===== config.mk =====
export PLATFORM = sky130hd
export DESIGN_NAME = alarme_zonas_flat
export DESIGN_NICKNAME = d
export VERILOG_FILES = /design/src/rtl/alarme_zonas_pkg.sv /design/src/rtl/alarme_zonas_if.sv /design/src/rtl/alarme_zonas_contador_atraso.sv /design/src/rtl/alarme_zonas.sv /design/src/flat_wrapper.sv
export SDC_FILE = /design/constraint.sdc
export NUM_CORES = 1
export LEC_CHECK = 0
export BUFFER_PORTS_ARGS = -buffer_cell sky130_fd_sc_hd__buf_4
export CAP_MARGIN = 20
export CORE_UTILIZATION = 45
export DETAILED_ROUTE_END_ITERATION = 12
export PLACE_DENSITY = 0.75
export RECOVER_POWER = 100
export SYNTH_ARGS = -nofsm -noshare
export SYNTH_HDL_FRONTEND = slang
export SYNTH_HIERARCHICAL = 1
export SYNTH_SLANG_ARGS = --single-unit

===== constraint.sdc =====
create_clock -name clk -period 5.2 [get_ports clk]
set_input_delay 1.04 -clock clk [delete_from_list [all_inputs] [get_ports clk]]
set_output_delay 1.04 -clock clk [all_outputs]
set_load 0.005 [all_outputs]

===== src/rtl/alarme_zonas_pkg.sv =====
// Shared definitions for the zoned alarm: state codes, state width and the
// delay-counter width helper.
package alarme_zonas_pkg;

  localparam int EST_W = 3;

  typedef enum logic [EST_W-1:0] {
    ALM_DESARMADO = 3'd0,
    ALM_SAIDA     = 3'd1,
    ALM_ARMADO    = 3'd2,
    ALM_ENTRADA   = 3'd3,
    ALM_DISPARO   = 3'd4
  } estado_t;

  // Wide enough to hold the longer of the two delays minus one, plus a spare bit.
  function automatic int calc_w_cnt(input int atraso_saida, input int atraso_entrada);
    int maior;
    maior = (atraso_saida > atraso_entrada) ? atraso_saida : atraso_entrada;
    return $clog2(maior) + 1;
  endfunction

endpackage


===== src/rtl/alarme_zonas_if.sv =====
// Control/sensor inputs and indicator outputs of the zoned alarm, bundled.
// Control is level-sampled every rising clk edge: there is no valid/ready
// handshake, each input is acted on in the cycle it is sampled.
interface alarme_zonas_if #(
  parameter int N_ZONAS = 4,
  parameter int W_CNT   = 4
);
  import alarme_zonas_pkg::*;

  logic               armar;
  logic               desarmar;
  logic [N_ZONAS-1:0] sensores;
  logic [N_ZONAS-1:0] mascara;
  logic [N_ZONAS-1:0] zona_atraso;
  logic               alarme;
  logic               armado;
  logic [EST_W-1:0]   estado;
  logic [N_ZONAS-1:0] zonas_disparo;
  logic [W_CNT-1:0]   contagem;

  modport master (
    output armar, desarmar, sensores, mascara, zona_atraso,
    input  alarme, armado, estado, zonas_disparo, contagem
  );

  modport slave (
    input  armar, desarmar, sensores, mascara, zona_atraso,
    output alarme, armado, estado, zonas_disparo, contagem
  );
endinterface


===== src/rtl/alarme_zonas_contador_atraso.sv =====
// Loadable down-counter shared by the exit and entry delays; saturates at zero.
module contador_atraso #(
  parameter int W_CNT = 4
) (
  input  logic             i_clk,
  input  logic             i_rst,
  input  logic [W_CNT-1:0] i_valor,
  input  logic             i_carga,
  input  logic             i_dec,
  output logic [W_CNT-1:0] o_valor,
  output logic             o_zero
);

  logic [W_CNT-1:0] r_cnt;

  always_ff @(posedge i_clk) begin
    if (i_rst) begin
      r_cnt <= '0;
    end else if (i_carga) begin
      r_cnt <= i_valor;
    end else if (i_dec && (r_cnt != '0)) begin
      r_cnt <= r_cnt - 1'b1;
    end
  end

  assign o_valor = r_cnt;
  assign o_zero  = (r_cnt == '0);

endmodule


===== src/rtl/alarme_zonas.sv =====
// Zoned alarm controller: arm/disarm FSM with exit and entry delays, zone
// masking and a sticky record of violated zones. Outputs decode registers only.
module alarme_zonas
  import alarme_zonas_pkg::*;
#(
  parameter int N_ZONAS        = 4,
  parameter int ATRASO_SAIDA   = 8,
  parameter int ATRASO_ENTRADA = 8
) (
  input logic            clk,
  input logic            rst,
  alarme_zonas_if.slave  bus
);

  localparam int W_CNT = calc_w_cnt(ATRASO_SAIDA, ATRASO_ENTRADA);
  localparam logic [W_CNT-1:0] CARGA_SAIDA   = W_CNT'(ATRASO_SAIDA - 1);
  localparam logic [W_CNT-1:0] CARGA_ENTRADA = W_CNT'(ATRASO_ENTRADA - 1);

  estado_t            r_estado;
  estado_t            w_prox;
  logic [N_ZONAS-1:0] r_zonas;
  logic [N_ZONAS-1:0] w_v;
  logic [N_ZONAS-1:0] w_v_inst;
  logic [N_ZONAS-1:0] w_v_atr;
  logic [W_CNT-1:0]   w_cnt_valor;
  logic [W_CNT-1:0]   w_cnt;
  logic               w_cnt_carga;
  logic               w_cnt_dec;
  logic               w_cnt_zero;
  logic               w_limpa_zonas;

  assign w_v      = bus.sensores & bus.mascara;
  assign w_v_inst = w_v & ~bus.zona_atraso;
  assign w_v_atr  = w_v & bus.zona_atraso;

  always_ff @(posedge clk) begin
    if (rst) begin
      r_estado <= ALM_DESARMADO;
    end else begin
      r_estado <= w_prox;
    end
  end

  // Loading zero is how the counter is cleared whenever a delay is abandoned.
  always_comb begin
    w_prox        = r_estado;
    w_cnt_valor   = '0;
    w_cnt_carga   = 1'b0;
    w_cnt_dec     = 1'b0;
    w_limpa_zonas = 1'b0;
    if (bus.desarmar) begin
      w_prox      = ALM_DESARMADO;
      w_cnt_carga = 1'b1;
    end else begin
      case (r_estado)
        ALM_DESARMADO: begin
          if (bus.armar) begin
            w_prox        = ALM_SAIDA;
            w_cnt_valor   = CARGA_SAIDA;
            w_cnt_carga   = 1'b1;
            w_limpa_zonas = 1'b1;
          end
        end
        ALM_SAIDA: begin
          if (w_cnt_zero) begin
            w_prox = ALM_ARMADO;
          end else begin
            w_cnt_dec = 1'b1;
          end
        end
        ALM_ARMADO: begin
          if (w_v_inst != '0) begin
            w_prox = ALM_DISPARO;
          end else if (w_v_atr != '0) begin
            w_prox      = ALM_ENTRADA;
            w_cnt_valor = CARGA_ENTRADA;
            w_cnt_carga = 1'b1;
          end
        end
        ALM_ENTRADA: begin
          if (w_v_inst != '0) begin
            w_prox      = ALM_DISPARO;
            w_cnt_carga = 1'b1;
          end else if (w_cnt_zero) begin
            w_prox = ALM_DISPARO;
          end else begin
            w_cnt_dec = 1'b1;
          end
        end
        ALM_DISPARO: begin
          w_prox = ALM_DISPARO;
        end
        default: begin
          w_prox      = ALM_DESARMADO;
          w_cnt_carga = 1'b1;
        end
      endcase
    end
  end

  contador_atraso #(
    .W_CNT (W_CNT)
  ) u_contador (
    .i_clk   (clk),
    .i_rst   (rst),
    .i_valor (w_cnt_valor),
    .i_carga (w_cnt_carga),
    .i_dec   (w_cnt_dec),
    .o_valor (w_cnt),
    .o_zero  (w_cnt_zero)
  );

  // The record survives a disarm so the user can see what tripped.
  always_ff @(posedge clk) begin
    if (rst) begin
      r_zonas <= '0;
    end else if (w_limpa_zonas) begin
      r_zonas <= '0;
    end else if ((r_estado == ALM_ARMADO) || (r_estado == ALM_ENTRADA)) begin
      r_zonas <= r_zonas | w_v;
    end
  end

  assign bus.alarme        = (r_estado == ALM_DISPARO);
  assign bus.armado        = (r_estado == ALM_ARMADO) || (r_estado == ALM_ENTRADA) ||
                             (r_estado == ALM_DISPARO);
  assign bus.estado        = r_estado;
  assign bus.zonas_disparo = r_zonas;
  assign bus.contagem      = w_cnt;

endmodule

===== src/flat_wrapper.sv =====
// flat-port wrapper written by rule: the top's interface ports become plain ports
module alarme_zonas_flat import alarme_zonas_pkg::*;
#(
  parameter int N_ZONAS        = 4,
  parameter int ATRASO_SAIDA   = 8,
  parameter int ATRASO_ENTRADA = 8
)
  (clk, rst, bus_armar, bus_desarmar, bus_sensores, bus_mascara, bus_zona_atraso, bus_alarme, bus_armado, bus_estado, bus_zonas_disparo, bus_contagem);
  alarme_zonas_if #(.N_ZONAS(N_ZONAS)) bus_i ();
  input logic clk;
  input logic rst;
  input wire logic [$bits(bus_i.armar)-1:0] bus_armar;
  input wire logic [$bits(bus_i.desarmar)-1:0] bus_desarmar;
  input wire logic [$bits(bus_i.sensores)-1:0] bus_sensores;
  input wire logic [$bits(bus_i.mascara)-1:0] bus_mascara;
  input wire logic [$bits(bus_i.zona_atraso)-1:0] bus_zona_atraso;
  output wire logic [$bits(bus_i.alarme)-1:0] bus_alarme;
  output wire logic [$bits(bus_i.armado)-1:0] bus_armado;
  output wire logic [$bits(bus_i.estado)-1:0] bus_estado;
  output wire logic [$bits(bus_i.zonas_disparo)-1:0] bus_zonas_disparo;
  output wire logic [$bits(bus_i.contagem)-1:0] bus_contagem;
  assign bus_i.armar = bus_armar;
  assign bus_i.desarmar = bus_desarmar;
  assign bus_i.sensores = bus_sensores;
  assign bus_i.mascara = bus_mascara;
  assign bus_i.zona_atraso = bus_zona_atraso;
  assign bus_alarme = bus_i.alarme;
  assign bus_armado = bus_i.armado;
  assign bus_estado = bus_i.estado;
  assign bus_zonas_disparo = bus_i.zonas_disparo;
  assign bus_contagem = bus_i.contagem;
  alarme_zonas #(.N_ZONAS(N_ZONAS), .ATRASO_SAIDA(ATRASO_SAIDA), .ATRASO_ENTRADA(ATRASO_ENTRADA)) u_core (.clk(clk), .rst(rst), .bus(bus_i));
endmodule

; Yosys cells after proc, flatten, opt, wreduce, memory -nomap -nowiden
; Index checks and enable logic that the tools add are counted.
[classes]
addsub = 1
bitwise = 5
n_mux = 26
eq_ne = 8
reduce_logical = 13
[ops]
columns = cell, count
row1 = $mux 3, 8
row2 = $mux 4, 4
row3 = $pmux 3 s5, 1
row4 = $and 4x4->4, 3
row5 = $reduce_bool 4->1, 3
row6 = $mux 1, 10
row7 = $pmux 4 s2, 1
row8 = $eq 3x2->1 const B, 2
row9 = $reduce_or 2->1, 3
row10 = $logic_not 4->1, 1
row11 = $ne 2x2->1 const B, 2
row12 = $not 4->4, 1
row13 = $or 4x4->4, 1
row14 = $pmux 1 s4, 1
row15 = $reduce_and 4->1, 1
row16 = $sub 4x1->4 const B, 1
row17 = $eq 3x1->1 const B, 1
row18 = $eq 3x3->1 const B, 1
row19 = $logic_not 3->1, 1
row20 = $ne 3x1->1 const B, 1
row21 = $ne 3x2->1 const B, 1
row22 = $logic_or 1x1->1, 2
row23 = $pmux 1 s2, 1
row24 = $reduce_bool 2->1, 1
row25 = $logic_and 1x1->1, 1
[totals]
output_inout_bits = 13
input_bits = 16
elab_cells = 56
regBits = 11

; Logic depth before layout (Yosys ltp)
[depth]
word_depth = 9
depth_mapped = 9
depth_no_buf = 9

; Cells and area by module
; Netlist, hierarchy kept.
[modules_own_cells]
columns = module, seq_area_each_um2, n_inst, area_per_inst_um2, cells_per_inst
row1 = alarme_zonas, 140.1, 1, 466.7, 57
row2 = contador_atraso, 80.1, 1, 262.8, 29

; Worst setup path before layout
; No wires, ideal clock.
[synth_path]
path_kind = input to register
startpoint = in bus_zona_atraso[3]
endpoint = reg u_core.u_contador.r_cnt[3], in the netlist u_core/u_contador/o_valor[3]
t_arrival_ps = 3273
t_required_ps = 5073
path_slack_ps = 1800
stages = 6
path_cell_list = nand3b_1 > o2111ai_2 > a2111oi_0 > nor4b_2 > mux2i_1 > a211oi_1
[synth_between]
elab_chain_len = 8
[synth_rtl]
columns = element, line
row1 = from (decl), flat_wrapper.sv:16  ; input wire logic [$bits(bus_i.zona_atraso)-1:0] bus_zona_atraso;
row2 = $not 4->4, alarme_zonas.sv:33  ; assign w_v_inst = w_v & ~bus.zona_atraso;
row3 = $and 4x4->4, alarme_zonas.sv:33
row4 = $reduce_bool 4->1, alarme_zonas.sv:81  ; if (w_v_inst != '0) begin
row5 = $mux 1, alarme_zonas.sv:81
row6 = $pmux 1 s2, alarme_zonas.sv:55  ; case (r_estado)
row7 = $mux 1, alarme_zonas.sv:51  ; if (bus.desarmar) begin
row8 = net u_core.w_cnt_dec, alarme_zonas.sv:28  ; logic w_cnt_dec;
row9 = $logic_and 1x1->1, alarme_zonas_contador_atraso.sv:21  ; end else if (i_dec && (r_cnt != '0)) begin
row10 = $reduce_bool 2->1 (no source line), n/a
row11 = to (signal assigned), alarme_zonas_contador_atraso.sv:20  ; r_cnt <= i_valor;
row12 = to (signal assigned), alarme_zonas_contador_atraso.sv:22  ; r_cnt <= r_cnt - 1'b1;
row13 = to (decl), alarme_zonas_contador_atraso.sv:14  ; logic [W_CNT-1:0] r_cnt;
; The timed path passes the listed nets, and every way through them passes these cells.
; A chain may end at the register's enable or synchronous reset.

; Worst setup path in the final report
[layout_path]
startpoint = in bus_mascara[1]
endpoint = reg u_core.u_contador.r_cnt[2], in the netlist u_core/u_contador/o_valor[2]
[layout_between]
elab_chain_len = 8
[layout_rtl]
columns = element, line
row1 = from (decl), flat_wrapper.sv:15  ; input wire logic [$bits(bus_i.mascara)-1:0] bus_mascara;
row2 = $and 4x4->4 *, alarme_zonas.sv:32  ; assign w_v = bus.sensores & bus.mascara;
row3 = "$and 4x4->4, on equally long branches", "alarme_zonas.sv:34, alarme_zonas.sv:33"
row4 = "$reduce_bool 4->1, on equally long branches", "alarme_zonas.sv:74, alarme_zonas.sv:72, alarme_zonas.sv:81"
row5 = "$mux 1, or another cell as far along", alarme_zonas.sv:74  ; end else if (w_v_atr != '0) begin
row6 = "$mux 1, or another cell as far along", alarme_zonas.sv:72  ; if (w_v_inst != '0) begin
row7 = "$pmux 1 s4, or another cell as far along", alarme_zonas.sv:55
row8 = "$mux 1, or another cell as far along", alarme_zonas.sv:51
row9 = $mux 4 / $reduce_bool 2->1 (equally long branches), n/a
; Mark *: on every way between the ends. The rest lies on a longest branch, timed or not.

==> impl_metrics.csv <==
group,metric,value,unit
routing,first_pass_iters,4,
global_route,overflow,0,
place,place.gp.congestion,0.802,
place,portBuffers,28,
floorplan,boundaryPins,29,
critical_path,setup.worst_path.start_class,"input pin",
synth,syn_nets,103,
finish,drive_above_1_share,29.9,%
global_route,grt_antenna_before_repair,0,
timing,hold_viol_final,0,
floorplan,initial_core_util,48.4,%
power_and_ir_drop,power_leakage,0.000395,uW
clock_tree,cts_hold_buf,0,
critical_path,cp-end-kind,"flop",
hold_path,hold_class,"flop to flop",
finish,fillerInstances,144,
synth,synthSimpleGateAreaFrac,33.3,%
synth,ys_ff_latch,11,
clock_tree,cts_resized,0,
critical_path,worstPathCellList,"buf_4 -> nand3b_1 -> o2111ai_1 -> or4_1 -> a2111oi_0 -> nor2_1 -> a311oi_1",
clock_tree,clk_pin_slew_worst_paths,0.08,ns
routing,post-route-drc-count,0,
routing,routed_wl,1.72,mm
routing,avgRoutedWirePerCell,12.9,um
timing,period_minus_slack,2.94,ns
timing,slew_headroom,40.6,%
clock_tree,cts.htree.levels,1,
floorplan,fp.dieH,42.3,um
critical_path,crit_type,"input pin to flop",
routing,first_iter_violations,10,
floorplan,die-area,1790,sq um
synth,synth_largest_area_cell,"dfxtp_1",
finish,nNetsFinal,135,
synth,yosysWarnings,6,
synth,netlist_instances,86,
global_route,grt.total_usage,20.8,%
synth,seq_area_frac_synth,30.2,%
critical_path,r2r-start,"u_core/u_contador/o_valor[0]",
critical_path,cp_max_fo,6,
synth,synth.distinct_cells,35,
outcome,outcome,"finished, final reports clean",
hold_path,min_delay_path_depth,2,
floorplan,coreArea,1510,sq um
timing,setup_viol,0,
power_and_ir_drop,max-vdd-ir-drop,0.000121,V
floorplan,die_w,42.3,um
synth,synth_top_family_by_area,"simple AND/OR/NAND/NOR gates",
critical_path,cp_data_required_time,5.37,ns
finish,multi_input_area,442,sq um
critical_path,r2r-end,"u_core/u_contador/o_valor[3]",
critical_path,arrival,3.11,ns
timing,fmaxAchievable,341,MHz
timing,rsz0062_at_grt,"false",
clock_tree,postCtsSetupBuffers,0,
place,dp_hpwl,1.36,mm
synth,synth_mux_area_share,1.37,%
flow_run,drv_cap,0,
global_route,grt_pass1_vias,700,
synth,synthTopCellsByArea,"dfxtp_1, a2111oi_4, nor2_1, nand2b_1, nand2_1",
timing,worst_slew_pin_slew,0.869,ns
power_and_ir_drop,powerDensity,207,nW/um^2
finish,utilization,62.8,%
global_route,grt_max_degree,14,
clock_tree,clock_latency,0.27,ns
clock_tree,cts_made_buffers,3,
critical_path,cp_slowest_stage_delay,0.77,ns
clock_tree,clockBufferDepth,2,
critical_path,crit_buf_inv,1,
finish,synthToLayoutAreaGrowth,29.7,%
critical_path,r2r_slack,2.51,ns
synth,synthAdderAreaFrac,1.72,%
hold_path,holdPathEnd,"u_core/bus.zonas_disparo[3]",
synth,synth_top_area_share,30.2,%
synth,synth_compound_area_share,28.6,%
timing,fin_crit_sh,56.5,%
routing,vias_per_cell,5.80,
critical_path,slowest_stage,"a2111oi_0",
synth,syn_area,729,sq um
finish,num_antenna_cells,0,
timing,finalMaxSlewViolations,0,
routing,drtAntennaViolNets,0,
global_route,grt_first_pass_wirelength,2.86,mm
hold_path,min_from,"u_core/bus.zonas_disparo[3]",
critical_path,path_delay_family,"compound AO/OA/AOI/OAI gates",
synth,synth-xor-area-share,0,%
floorplan,row_count,14,
critical_path,ff2ff_path_depth,10,
timing,setup_tns,0,ns
timing,clock_skew,0.0118,ns
clock_tree,cts_tree,"done",
clock_tree,root_buffer,"clkbuf_4",
clock_tree,clkSinkCount,11,
routing,vias,771,
synth,postSynthAreaPerCell,8.48,sq um
finish,register_area,220,sq um
[how the worst max path moves through the flow]
| stage | from | end | slack (ns) | cells after the start |
|---|---|---|---|---|
| 2_1_floorplan | bus_zona_atraso[3] | u_core/u_contador/o_valor[3] | 1.80 | 6 |
| 3_3_place_gp | bus_mascara[3] | u_core/u_contador/o_valor[3] | 2.43 | 8 |
| 5_1_grt | bus_mascara[1] | u_core/u_contador/o_valor[2] | 2.05 | 7 |
| 3_5_place_dp | bus_mascara[1] | u_core/u_contador/o_valor[3] | 2.41 | 8 |
| 6_report | bus_mascara[1] | u_core/u_contador/o_valor[2] | 2.26 | 7 |
| 4_1_cts | bus_mascara[1] | u_core/u_contador/o_valor[3] | 2.68 | 8 |
[final cells by class]
cell class                 count  share of cell area, %
multi-input combinational     67                   46.7
timing repair buffer          29                   22.6
sequential                    11                   23.3
clock buffer                   3                   2.38
tap                           16                   2.12
clock inverter                 1                  0.529
inverter                       6                   2.38
[synthesized netlist by cell type]
master,instances
a2111oi_0,1
a2111oi_4,2
a211o_1,1
a211oi_1,2
a21o_1,1
a21oi_1,2
a311o_1,1
a311oi_1,3
a31o_2,1
a31oi_1,4
and2_1,1
and4_4,1
buf_2,1
clkbuf_1,1
conb_1,1
dfxtp_1,11
ha_1,1
inv_1,6
mux2i_1,1
nand2_1,7
nand2b_1,5
nand3_1,5
nand3b_1,3
nand4b_1,1
nor2_1,11
nor2b_1,1
nor3_1,1
nor4b_1,1
nor4b_2,1
o2111ai_1,1
o2111ai_2,1
o21ai_0,2
or3_1,2
or3b_4,1
or4_4,1
[flip-flops by register name, indices dropped and copies added (netlist names)]
name	flops
u_core/u_contador/o_valor	4
u_core/bus.estado	3
u_core/bus.zonas_disparo	4
[cells in the final DEF, fill, tap and decap left out, types with 2 or more instances in the layout]
cell type | Yosys | final
clkbuf_4 | 0 | 16
buf_4 | 0 | 15
nor2_1 | 11 | 11
dfxtp_1 | 11 | 11
nand2_1 | 7 | 7
inv_1 | 6 | 6
nand2b_1 | 5 | 5
nand3_1 | 5 | 5
a31oi_1 | 4 | 4
nand3b_1 | 3 | 3
a311oi_1 | 3 | 3
o2111ai_1 | 1 | 2
a21oi_1 | 2 | 2
or3_1 | 2 | 2
o21ai_0 | 2 | 2
a211oi_1 | 2 | 2
nor4b_1 | 1 | 2
[worst min-delay path, stage by stage, from the launching register on]
cell and delay, ns:
dfxtp_1 0.33, a31oi_1 0.04, nor2_1 0.07
[layer usage]
layer	GRT usage [%]	share of wire, %	up-vias
li1	-	-	383
met1	23.5	43	361
met2	36.9	49	25
met3	8.19	6.6	2
met4	3.75	0.76	0
met5	0	0	-
[power breakdown]
| group | internal [uW] | leakage (uW) | total (uW) | switching (uW) |
|---|---|---|---|---|
| clock | 28.5 | 0.0000177 | 59.3 | 30.9 |
| sequential | 87.3 | 0.0000896 | 90.9 | 3.61 |
| combinational | 22.7 | 0.000288 | 45.6 | 23.0 |
| total | 138 | 0.000395 | 196 | 57.4 |
[per-stage QoR]
stage	total power [uW]	cell area (sq um)	cells	setup WS (ns)	hold slack [ns]
floorplan	120	729	86	1.80	0.461
finish	196	946	133	2.26	0.479
detailed placement	143	960	129	2.41	0.459
CTS	202	987	133	2.68	0.487
global route	206	946	133	2.05	0.515
global placement	141	960	129	2.43	0.459
[logic make-up after synthesis]
group	Yosys count
other	1
DFF	11
AOI/OAI and AO/OA	22
buffers and inverters	8
adders and majority gates	1
and+or+nand+nor	42
muxes	1
Note: power is estimated with default switching activity, not from simulation.
